`src/rtl/ring_mem_client.sv`:
```
`default_nettype none
// ============================================================================
// Module      : ring_mem_client
// Description : Ring station that turns one client memory request into an
//               Address (+ four WriteData) burst on the ring once it holds
//               the token. It also collects four read-return words into a
//               128-bit completion.
// Revision    : 1.0 - initial release
// ============================================================================
module ring_mem_client #(
    parameter logic [3:0] MY_ID = 4'd1
) (
    input  logic         clock,
    input  logic         reset,
    // upstream ring slot
    input  logic [31:0]  RingIn,
    input  logic [3:0]   SlotTypeIn,
    input  logic [3:0]   SourceIn,
    // downstream ring slot (registered)
    output logic [31:0]  RingOut,
    output logic [3:0]   SlotTypeOut,
    output logic [3:0]   SourceOut,
    // memory read-return path
    input  logic [31:0]  RDreturn,
    input  logic [3:0]   RDdest,
    // client request handshake
    input  logic         reqValid,
    input  logic         reqWrite,
    input  logic [25:0]  reqAddr,
    input  logic [127:0] reqData,
    output logic         reqReady,
    // read completion
    output logic         rdValid,
    output logic [127:0] rdData,
    // sticky protocol violation
    output logic         protoErr
);

    // Shared ring slot-type encodings
    localparam logic [3:0] c_SLOT_NULL      = 4'd0;
    localparam logic [3:0] c_SLOT_TOKEN     = 4'd1;
    localparam logic [3:0] c_SLOT_ADDRESS   = 4'd2;
    localparam logic [3:0] c_SLOT_WRITEDATA = 4'd3;

    typedef enum logic [2:0] {
        S_FWD  = 3'd0,
        S_ADDR = 3'd1,
        S_WD0  = 3'd2,
        S_WD1  = 3'd3,
        S_WD2  = 3'd4,
        S_WD3  = 3'd5,
        S_TOK  = 3'd6
    } state_t;

    state_t        r_state;
    logic [31:0]   r_ringOut;
    logic [3:0]    r_slotOut;
    logic [3:0]    r_srcOut;

    logic          r_pending;
    logic          r_write;
    logic [25:0]   r_addr;
    logic [127:0]  r_data;

    logic          r_readOut;
    logic [1:0]    r_rcnt;
    logic [95:0]   r_rbuf;
    logic          r_rdValid;
    logic [127:0]  r_rdData;
    logic          r_protoErr;

    logic          w_ready;
    logic          w_accept;
    logic [31:0]   w_addrWord;
    logic          w_inBad;
    logic          w_ringErr;
    logic          w_setReadOut;
    logic          w_rdHit;

    // Only one request in flight at a time, including the read-return phase
    assign w_ready      = !r_pending && !r_readOut;
    assign w_accept     = reqValid && w_ready;
    // Bit 28 marks a read
    assign w_addrWord   = {3'b000, ~r_write, 2'b00, r_addr};
    // While we own the ring, anything other than Null or our own returning slot is a violation
    assign w_inBad      = (SlotTypeIn == c_SLOT_TOKEN) ||
                          ((SlotTypeIn != c_SLOT_NULL) && (SourceIn != MY_ID));
    assign w_ringErr    = (r_state != S_FWD) && w_inBad;
    assign w_setReadOut = (r_state == S_ADDR) && !r_write;
    assign w_rdHit      = (RDdest == MY_ID);

    // Ring FSM: forwards/strips slots, or emits our burst after capturing the token
    always_ff @(posedge clock) begin
        if (reset) begin
            r_state   <= S_FWD;
            r_ringOut <= 32'd0;
            r_slotOut <= c_SLOT_NULL;
            r_srcOut  <= 4'd0;
            r_pending <= 1'b0;
            r_write   <= 1'b0;
            r_addr    <= 26'd0;
            r_data    <= 128'd0;
        end else begin
            // Acceptance only happens with nothing pending, so it never races the TOK clear
            if (w_accept) begin
                r_pending <= 1'b1;
                r_write   <= reqWrite;
                r_addr    <= reqAddr;
                r_data    <= reqData;
            end
            case (r_state)
                S_FWD: begin
                    if (r_pending && (SlotTypeIn == c_SLOT_TOKEN)) begin
                        // Token is captured; its slot becomes empty
                        r_state   <= S_ADDR;
                        r_ringOut <= 32'd0;
                        r_slotOut <= c_SLOT_NULL;
                        r_srcOut  <= 4'd0;
                    end else if (SourceIn == MY_ID) begin
                        // Our own slot has travelled the full ring: strip it
                        r_ringOut <= 32'd0;
                        r_slotOut <= c_SLOT_NULL;
                        r_srcOut  <= 4'd0;
                    end else begin
                        r_ringOut <= RingIn;
                        r_slotOut <= SlotTypeIn;
                        r_srcOut  <= SourceIn;
                    end
                end
                S_ADDR: begin
                    r_ringOut <= w_addrWord;
                    r_slotOut <= c_SLOT_ADDRESS;
                    r_srcOut  <= MY_ID;
                    r_state   <= r_write ? S_WD0 : S_TOK;
                end
                S_WD0: begin
                    r_ringOut <= r_data[31:0];
                    r_slotOut <= c_SLOT_WRITEDATA;
                    r_srcOut  <= MY_ID;
                    r_state   <= S_WD1;
                end
                S_WD1: begin
                    r_ringOut <= r_data[63:32];
                    r_slotOut <= c_SLOT_WRITEDATA;
                    r_srcOut  <= MY_ID;
                    r_state   <= S_WD2;
                end
                S_WD2: begin
                    r_ringOut <= r_data[95:64];
                    r_slotOut <= c_SLOT_WRITEDATA;
                    r_srcOut  <= MY_ID;
                    r_state   <= S_WD3;
                end
                S_WD3: begin
                    r_ringOut <= r_data[127:96];
                    r_slotOut <= c_SLOT_WRITEDATA;
                    r_srcOut  <= MY_ID;
                    r_state   <= S_TOK;
                end
                S_TOK: begin
                    r_ringOut <= 32'd0;
                    r_slotOut <= c_SLOT_TOKEN;
                    r_srcOut  <= 4'd0;
                    r_pending <= 1'b0;
                    r_state   <= S_FWD;
                end
                default: begin
                    r_ringOut <= 32'd0;
                    r_slotOut <= c_SLOT_NULL;
                    r_srcOut  <= 4'd0;
                    r_state   <= S_FWD;
                end
            endcase
        end
    end

    // Read-return capture, outstanding tracking and the sticky error flag
    always_ff @(posedge clock) begin
        if (reset) begin
            r_readOut  <= 1'b0;
            r_rcnt     <= 2'd0;
            r_rbuf     <= 96'd0;
            r_rdValid  <= 1'b0;
            r_rdData   <= 128'd0;
            r_protoErr <= 1'b0;
        end else begin
            r_rdValid <= 1'b0;
            if (w_ringErr) begin
                r_protoErr <= 1'b1;
            end
            if (w_rdHit) begin
                if (r_readOut) begin
                    // Words 0..2 go to a staging buffer so rdData holds the previous read meanwhile
                    case (r_rcnt)
                        2'd0: r_rbuf[31:0]  <= RDreturn;
                        2'd1: r_rbuf[63:32] <= RDreturn;
                        2'd2: r_rbuf[95:64] <= RDreturn;
                        default: begin
                            r_rdData  <= {RDreturn, r_rbuf};
                            r_rdValid <= 1'b1;
                            r_readOut <= 1'b0;
                        end
                    endcase
                    r_rcnt <= r_rcnt + 2'd1;
                end else begin
                    // Unsolicited return word is dropped
                    r_protoErr <= 1'b1;
                end
            end
            // Cannot coincide with the completion above: a new read needs reqReady first
            if (w_setReadOut) begin
                r_readOut <= 1'b1;
            end
        end
    end

    assign RingOut     = r_ringOut;
    assign SlotTypeOut = r_slotOut;
    assign SourceOut   = r_srcOut;
    assign reqReady    = w_ready;
    assign rdValid     = r_rdValid;
    assign rdData      = r_rdData;
    assign protoErr    = r_protoErr;

endmodule
`default_nettype wire

```
`config.mk`:
```
export PLATFORM = sky130hd
export DESIGN_NAME = ring_mem_client
export DESIGN_NICKNAME = d
export VERILOG_FILES = /design/src/rtl/ring_mem_client.sv
export SDC_FILE = /design/constraint.sdc
export NUM_CORES = 1
export LEC_CHECK = 0
export CORE_MARGIN = 2
export CORE_UTILIZATION = 48
export CTS_BUF_LIST = sky130_fd_sc_hd__clkbuf_4 sky130_fd_sc_hd__clkbuf_8
export CTS_CLUSTER_DIAMETER = 120
export DETAILED_ROUTE_END_ITERATION = 12
export PLACE_DENSITY = 0.87
export RECOVER_POWER = 100
export SYNTH_ARGS = -nofsm -noshare
export SYNTH_HDL_FRONTEND = slang
export SYNTH_SLANG_ARGS = --single-unit
```
`constraint.sdc`:
```
create_clock -name clock -period 1.7 [get_ports clock]
set_input_delay 0.17 -clock clock [delete_from_list [all_inputs] [get_ports clock]]
set_output_delay 0.17 -clock clock [all_outputs]
set_load 0.02 [all_outputs]
```
==> flow_summary_export.csv <==
group,metric,value,unit
outcome,status,"complete, no violations",
clock_tree,tritoncts.num_buffers,73,
sta,timing_max_transition_violations_final,0,
synth,synth-seq-cells,428,
synth,synth.cells.most_frequent,"sky130_fd_sc_hd__dfxtp_1, sky130_fd_sc_hd__a21oi_1, sky130_fd_sc_hd__nand2_1",
drt,vias,19170,
sta,final-setup-viol-count,0,
synth,synth_largest_area_cell,"sky130_fd_sc_hd__dfxtp_1",
global_route,first_global_vias,18419,
clock_tree,clk_pin_slew,0.06,ns
floorplan,floorplan.core_area,40000,sq um
worst_setup_path,worstSetupEndpointType,"flop",
sta,timing.final.crit_share,99.1,%
placed_design,post_dp_cell_area,24400,sq um
clock_tree,cts_setup_buffers,0,
clock_tree,worst_skew_pair.late_latency,0.64,ns
cells_and_area,post-route-cell-area,25000,sq um
synth,synth_largest_type_area_fraction,43.8,%
global_route,wire_length_of_the_first_global_routing_pass,102000,um
drt,first_iter_violations,1829,
global_route,grt-ovfl-total,0,
synth,synth-seq-area-share,43.8,%
clock_tree,cts.root.buffer_cell,"sky130_fd_sc_hd__clkbuf_8",
clock_tree,numClockSinks,428,
synth,post_synth_main_area_contributors,"sky130_fd_sc_hd__dfxtp_1, sky130_fd_sc_hd__o31ai_2, sky130_fd_sc_hd__a21oi_1, sky130_fd_sc_hd__nand4_1, sky130_fd_sc_hd__nand2_1",
synth,syn_inst,2138,
synth,ys_dominant_reg_cell,"sky130_fd_sc_hd__dfxtp_1",
sta,layout_min_cycle_time,1.68,ns
sta,max_slew.worst_pin.slew,0.566,ns
synth,proportion_of_synthesized_flip_flops_having_asynchronous_set_or_reset,0,%
drt,detail_route.wirelength,67700,um
sta,relSlewSlack,62.1,%
drt,antenna_left,0,
floorplan,chipWidth,206,um
clock_tree,clk_path_buf_depth,3,
global_route,grt_start_max_net_pins,91,
cells_and_area,area_growth_syn_to_layout,27.9,%
power_and_ir_drop,power.density_cell_area,1150,nW/um^2
power_and_ir_drop,vdd_drop_max,934,uV
worst_hold_path,hp-class,"primary input to flop",
floorplan,die_h,206,um
drt,routedWlPerCell,22.3,um
run,maxCapViolCount,0,
sta,max_freq,0.594,GHz
worst_setup_path,cp.required,2.16,ns
global_route,antenna_violations_before_repair,3,
floorplan,start_util,48.9,%
sta,clock_skew,0.0185,ns
worst_setup_path,startpoint_class_of_the_critical_path,"flop",
synth,synth.most_common_cell,"sky130_fd_sc_hd__dfxtp_1",
floorplan,pin_count,405,
sta,grt_setup_unrepaired,"no",
cells_and_area,finish.net_count,2699,
synth,post_synth_instance_area,19600,sq um
power_and_ir_drop,total_leakage_power,0.00906,uW
synth,yosys.cell_types.count,42,
sta,finalHoldViolations,0,
worst_setup_path,timing.setup.critical_path_class,"flop to flop",
synth,synth_edf_count,0,
placed_design,port_buffers,404,
power_and_ir_drop,total_power,28800,uW
worst_setup_path,critical_path_peak_fanout,21,
placed_design,place_hpwl,45800,um
clock_tree,ctsHtreeMaxLevel,3,
global_route,track_usage,30.7,%
placed_design,place.gp.congestion,0.931,
drt,drc,0,
synth,synthesis.nets,2376,
synth,synth-warning-count,0,
sta,whs,0.0832,ns
worst_setup_path,worst-endpoint-arrival,2.15,ns
floorplan,die_area,42400,sq um
drt,vias_per_cell,6.30,
cells_and_area,filler_cell_count,3188,
synth,synthesis.area_per_instance,9.15,sq um
floorplan,placementRows,73,
drt,first_pass_iters,8,
clock_tree,cts_tree,"done",
placed_design,dp_worst_setup_slack,-0.364,ns
sta,final.setup.worst_slack,0.0157,ns
cells_and_area,drive_above_1_share,15.2,%
==> where the power goes <==
| group | total (uW) | leakage, uW | internal, uW | switching (uW) |
|---|---|---|---|---|
| Combinational | 7680 | 0.00477 | 2840 | 4840 |
| Clock | 9750 | 0.000807 | 5480 | 4280 |
| Sequential | 11400 | 0.00348 | 10900 | 531 |
| Total | 28800 | 0.00906 | 19200 | 9650 |
==> cell families (layout without fill, tap and decap cells) <==
| kind of cell | after synthesis | after routing | share of synthesized area [%] |
|---|---|---|---|
| buffers and inverters | 287 | 663 | 7.77 |
| and+or+nand+nor | 650 | 650 | 17.3 |
| muxes | 35 | 35 | 2.37 |
| AOI/OAI and AO/OA | 734 | 734 | 28.5 |
| adders and majority gates | 4 | 4 | 0.256 |
| other | 0 | 3 | 0 |
| DFF | 428 | 428 | 43.8 |
==> path summary, 6_finish.rpt <==
| check | start | to | slack, ns | cells after the start |
|---|---|---|---|---|
| setup / recovery | r_state[1]$_SDFFE_PP0P_ | SourceOut[3]$_SDFF_PP0_ | 0.02 | 4 |
| hold / removal | reqAddr[9] | r_addr[9]$_SDFFE_PP0P_ | 0.08 | 3 |
| setup reg to reg | r_state[1]$_SDFFE_PP0P_ | SourceOut[3]$_SDFF_PP0_ | 0.02 | 4 |
| hold reg to reg | r_data[91]$_SDFFE_PP0P_ | r_data[91]$_SDFFE_PP0P_ | 0.45 | 2 |
==> critical path, stage by stage, from the launching register on <==
cell and delay (ns):
sky130_fd_sc_hd__dfxtp_4 0.43, sky130_fd_sc_hd__nor3_2 0.28, sky130_fd_sc_hd__o21ai_0 0.14, sky130_fd_sc_hd__clkbuf_2 0.20, sky130_fd_sc_hd__nor3b_1 0.48
==> per-layer routing <==
metal  routed length, um  vias to the layer above  track usage [%]
li1                    -                     8569                -
met1               24500                     9122             36.5
met2               31600                     1219             50.3
met3                7180                      258             7.19
met4                4510                        2             19.1
met5                  15                        -                0
==> state kept, by name (all words and copies together) (netlist names) <==
name	cells
protoErr	1
rdValid	1
r_addr	26
r_write	1
SlotTypeOut	4
r_readOut	1
RingOut	32
r_pending	1
r_rbuf	96
r_data	128
r_rcnt	2
r_state	3
SourceOut	4
rdData	128
==> through the flow <==
step,TNS (ns),util (%),instances
finish,0,62.6,3042
detailed placement,-70.64,61.0,2910
global placement,-62.77,61.0,2910
CTS,0,64.4,3039
global route,0,62.6,3041
floorplan,0,-,2138
==> layout make-up <==
type                            instances  area [sq um]  area share [%]
Inverter                               10          47.5           0.190
Antenna cell                            3          7.51          0.0300
Timing Repair Buffer                  525          5310            21.2
Sequential cell                       428          8580            34.3
Clock inverter                         17           133           0.530
Clock buffer                          111          1420            5.65
Multi-Input combinational cell       1423          8880            35.5
Tap cell                              525           657            2.62
==> cell usage in the layout (no fill, tap or decap), types with 4 or more instances in the layout <==
cell,count
sky130_fd_sc_hd__nand2b_1,17
sky130_fd_sc_hd__mux2i_1,8
sky130_fd_sc_hd__clkinv_2,8
sky130_fd_sc_hd__clkdlybuf4s50_1,232
sky130_fd_sc_hd__nor3b_1,4
sky130_fd_sc_hd__clkbuf_8,93
sky130_fd_sc_hd__clkbuf_4,22
sky130_fd_sc_hd__buf_4,62
sky130_fd_sc_hd__nand2_1,320
sky130_fd_sc_hd__o21ai_0,11
sky130_fd_sc_hd__mux2_2,20
sky130_fd_sc_hd__nor4b_1,4
sky130_fd_sc_hd__dfxtp_1,423
sky130_fd_sc_hd__clkinvlp_4,6
sky130_fd_sc_hd__dlygate4sd2_1,170
sky130_fd_sc_hd__nor2_1,5
sky130_fd_sc_hd__a22oi_1,18
sky130_fd_sc_hd__a31oi_1,26
sky130_fd_sc_hd__o31ai_1,133
sky130_fd_sc_hd__inv_1,8
sky130_fd_sc_hd__nand4_1,224
sky130_fd_sc_hd__buf_12,45
sky130_fd_sc_hd__mux4_2,7
sky130_fd_sc_hd__o2111ai_1,34
sky130_fd_sc_hd__buf_6,4
sky130_fd_sc_hd__and3b_1,21
sky130_fd_sc_hd__o31ai_2,91
sky130_fd_sc_hd__a21oi_1,395
sky130_fd_sc_hd__a21o_1,19
sky130_fd_sc_hd__nand3b_1,38
==> what timing repair did <==
item | 4_1_cts | 5_1_grt
hold buffers | 1 | 0
endpoints found under the setup margin | 171 | 0
resized for setup | 173 | 0
hold endpoints to repair | 23 | 0
Power figures use the tool's default switching activity.
==> RTL edit (same flow settings) <==
Register the output `protoErr` once more, with the module's reset; this adds one clock of latency there. The other outputs are not delayed to match.
--- a/src/rtl/ring_mem_client.sv
+++ b/src/rtl/ring_mem_client.sv
@@ -220,7 +220,13 @@
     assign reqReady    = w_ready;
     assign rdValid     = r_rdValid;
     assign rdData      = r_rdData;
-    assign protoErr    = r_protoErr;
+    always_ff @(posedge clock) begin
+        if (reset) begin
+            protoErr <= '0;
+        end else begin
+            protoErr <= r_protoErr;
+        end
+    end
 
 endmodule
 `default_nettype wire
Function: changed (a bounded check fails within 4 cycles, from zero or initial values and one cycle with reset high).
==> RTL edit against the unedited design <==
Design area shrank 1.1%; area after synthesis increased by 1.0%; power rose by 0.47%; maximum frequency up 2.1%; sequential cell count increased by 1; critical path depth grew 1; hold slack gained 12 ps; wire length increased by 0.51%; combinational power rose by 2%; worst setup slack improved by 35 ps; clock skew grew 1.8 ps; critical path type unchanged; critical endpoint is now rdData[118]; highest routed layer unchanged.
==> RTL edit: results <==
[clock_network]
cts_buffers = 72

[power]
peakVddDrop_uv = 848

[layout]
drive_above_1_share_pct = 13.6
num-nets-final = 2696

[placed_design]
preCtsSetupSlack_ps = -399
dpl.hpwl_um = 45600
gp_congestion = 0.961
placed_cell_area_um2 = 24300

[detailed_routing]
dr.pass1.iters = 5
via_count = 19100

[worst_setup_path]
cp_slowest_cell = "dfxtp_1"
worst_path_largest_cell_delay_ps = 420
reg2reg_slack_ps = 50
path_delay_family = "buffers and inverters"
worstPathArrival_ps = 2120
rr_endpoint = "rdData[118]"

[run_status]
status = "completed"

[min_path]
whs_endpoint = "r_data[120]"
hp-start = "reqData[120]"

[global_route]
grt_start_max_net_pins = 133
grt_use_total_pct = 30.5
grtUsageMet1_pct = 36.8
grt_use_met2_pct = 50.2
first_global_vias = 18300

[sta]
slew_headroom_pct = 30.5

[synthesis]
synthTopCellsByCount = "dfxtp_1, a21oi_1, nand2_1, nand4_1, o31ai_2"
synthTopCellsByArea = "dfxtp_1, o31ai_2, a21oi_1, nand4_1, nand2_1"
syn-num-nets = 2377
[RTL edit: cell types whose count changed after synthesis, sizes merged]
cell / before / now
clkbuf: 135 / 133
buf: 142 / 143
dfxtp: 428 / 429
nor2b: 2 / 3
or2: 1 / 2
or3: 2 / 1
[RTL edit: through the flow]
| stage | TNS, ps | std cells | hold WS (ps) | util [%] |
|---|---|---|---|---|
| floorplan | 0 | 2139 | 288 | - |
| finish | 0 | 3039 | 94.9 | 60.8 |
| CTS | 0 | 3038 | 60.9 | 62.9 |
| global route | 0 | 3038 | 98.1 | 60.8 |
| global placement | -70450 | 2915 | 439 | 59.7 |
| detailed placement | -77900 | 2915 | 446 | 59.7 |
[RTL edit: timing repair]
item                       CTS  global route
pin swaps                    0             0
setup endpoints to repair  171             4
hold endpoints to repair    14             0
setup buffers                0             0
resized for setup          172             3
hold buffers                 1             0
[RTL edit: power breakdown]
part           internal [uW]  switching, uW  total [uW]
logic                   3010           4850        7870
registers              10900            512       11400
clock network           5500           4190        9690
total                  19400           9560       29000
[RTL edit: cell families (layout without fill, tap and decap cells)]
family	after synthesis	in the layout	synth area share, %
simple gates	651	651	17.2
fa+ha+maj	4	4	0.253
compound gates	734	734	28.2
flops	429	429	43.4
mux	35	35	2.34
other cells	0	1	0
buf+inv	286	653	8.55
[RTL edit: how the worst max path moves through the flow]
stage	from	end	slack, ps	cells past startpoint
after global routing	r_state[1]	SlotTypeOut[3]	0.3	6
after CTS	r_readOut	reqReady	10	2
after detailed placement	RDdest[1]	rdData[68]	-400	5
after floorplan	r_rcnt[0]	r_rbuf[85]	90	7
after global placement	RDdest[1]	r_rbuf[95]	-350	5
final	r_rcnt[0]	rdData[118]	50	5
[RTL edit: area by class of cell]
type | count | share of cell area [%]
diodes | 1 | 0.0101
clock buffers | 115 | 5.84
inverters | 10 | 0.192
well taps | 532 | 2.69
multi-input cells | 1424 | 35.3
flip-flops and latches | 429 | 34.7
repair buffers | 521 | 21.0
clock inverters | 7 | 0.263
[RTL edit: worst reg2reg max path, stage by stage (launching register included)]
cell	delay, ps
dfxtp_1	420
ha_4	220
inv_4	180
clkbuf_2	260
o31ai_1	300
a21oi_1	110
[RTL edit: per-layer routing]
| metal | part of all wire (%) | wire (um) | up-vias |
|---|---|---|---|
| met4 | 5.2 | 3570 | 4 |
| met1 | 37 | 25500 | 9140 |
| met5 | 0.043 | 29 | - |
| li1 | - | - | 8552 |
| met3 | 10 | 7020 | 224 |
| met2 | 47 | 32000 | 1200 |
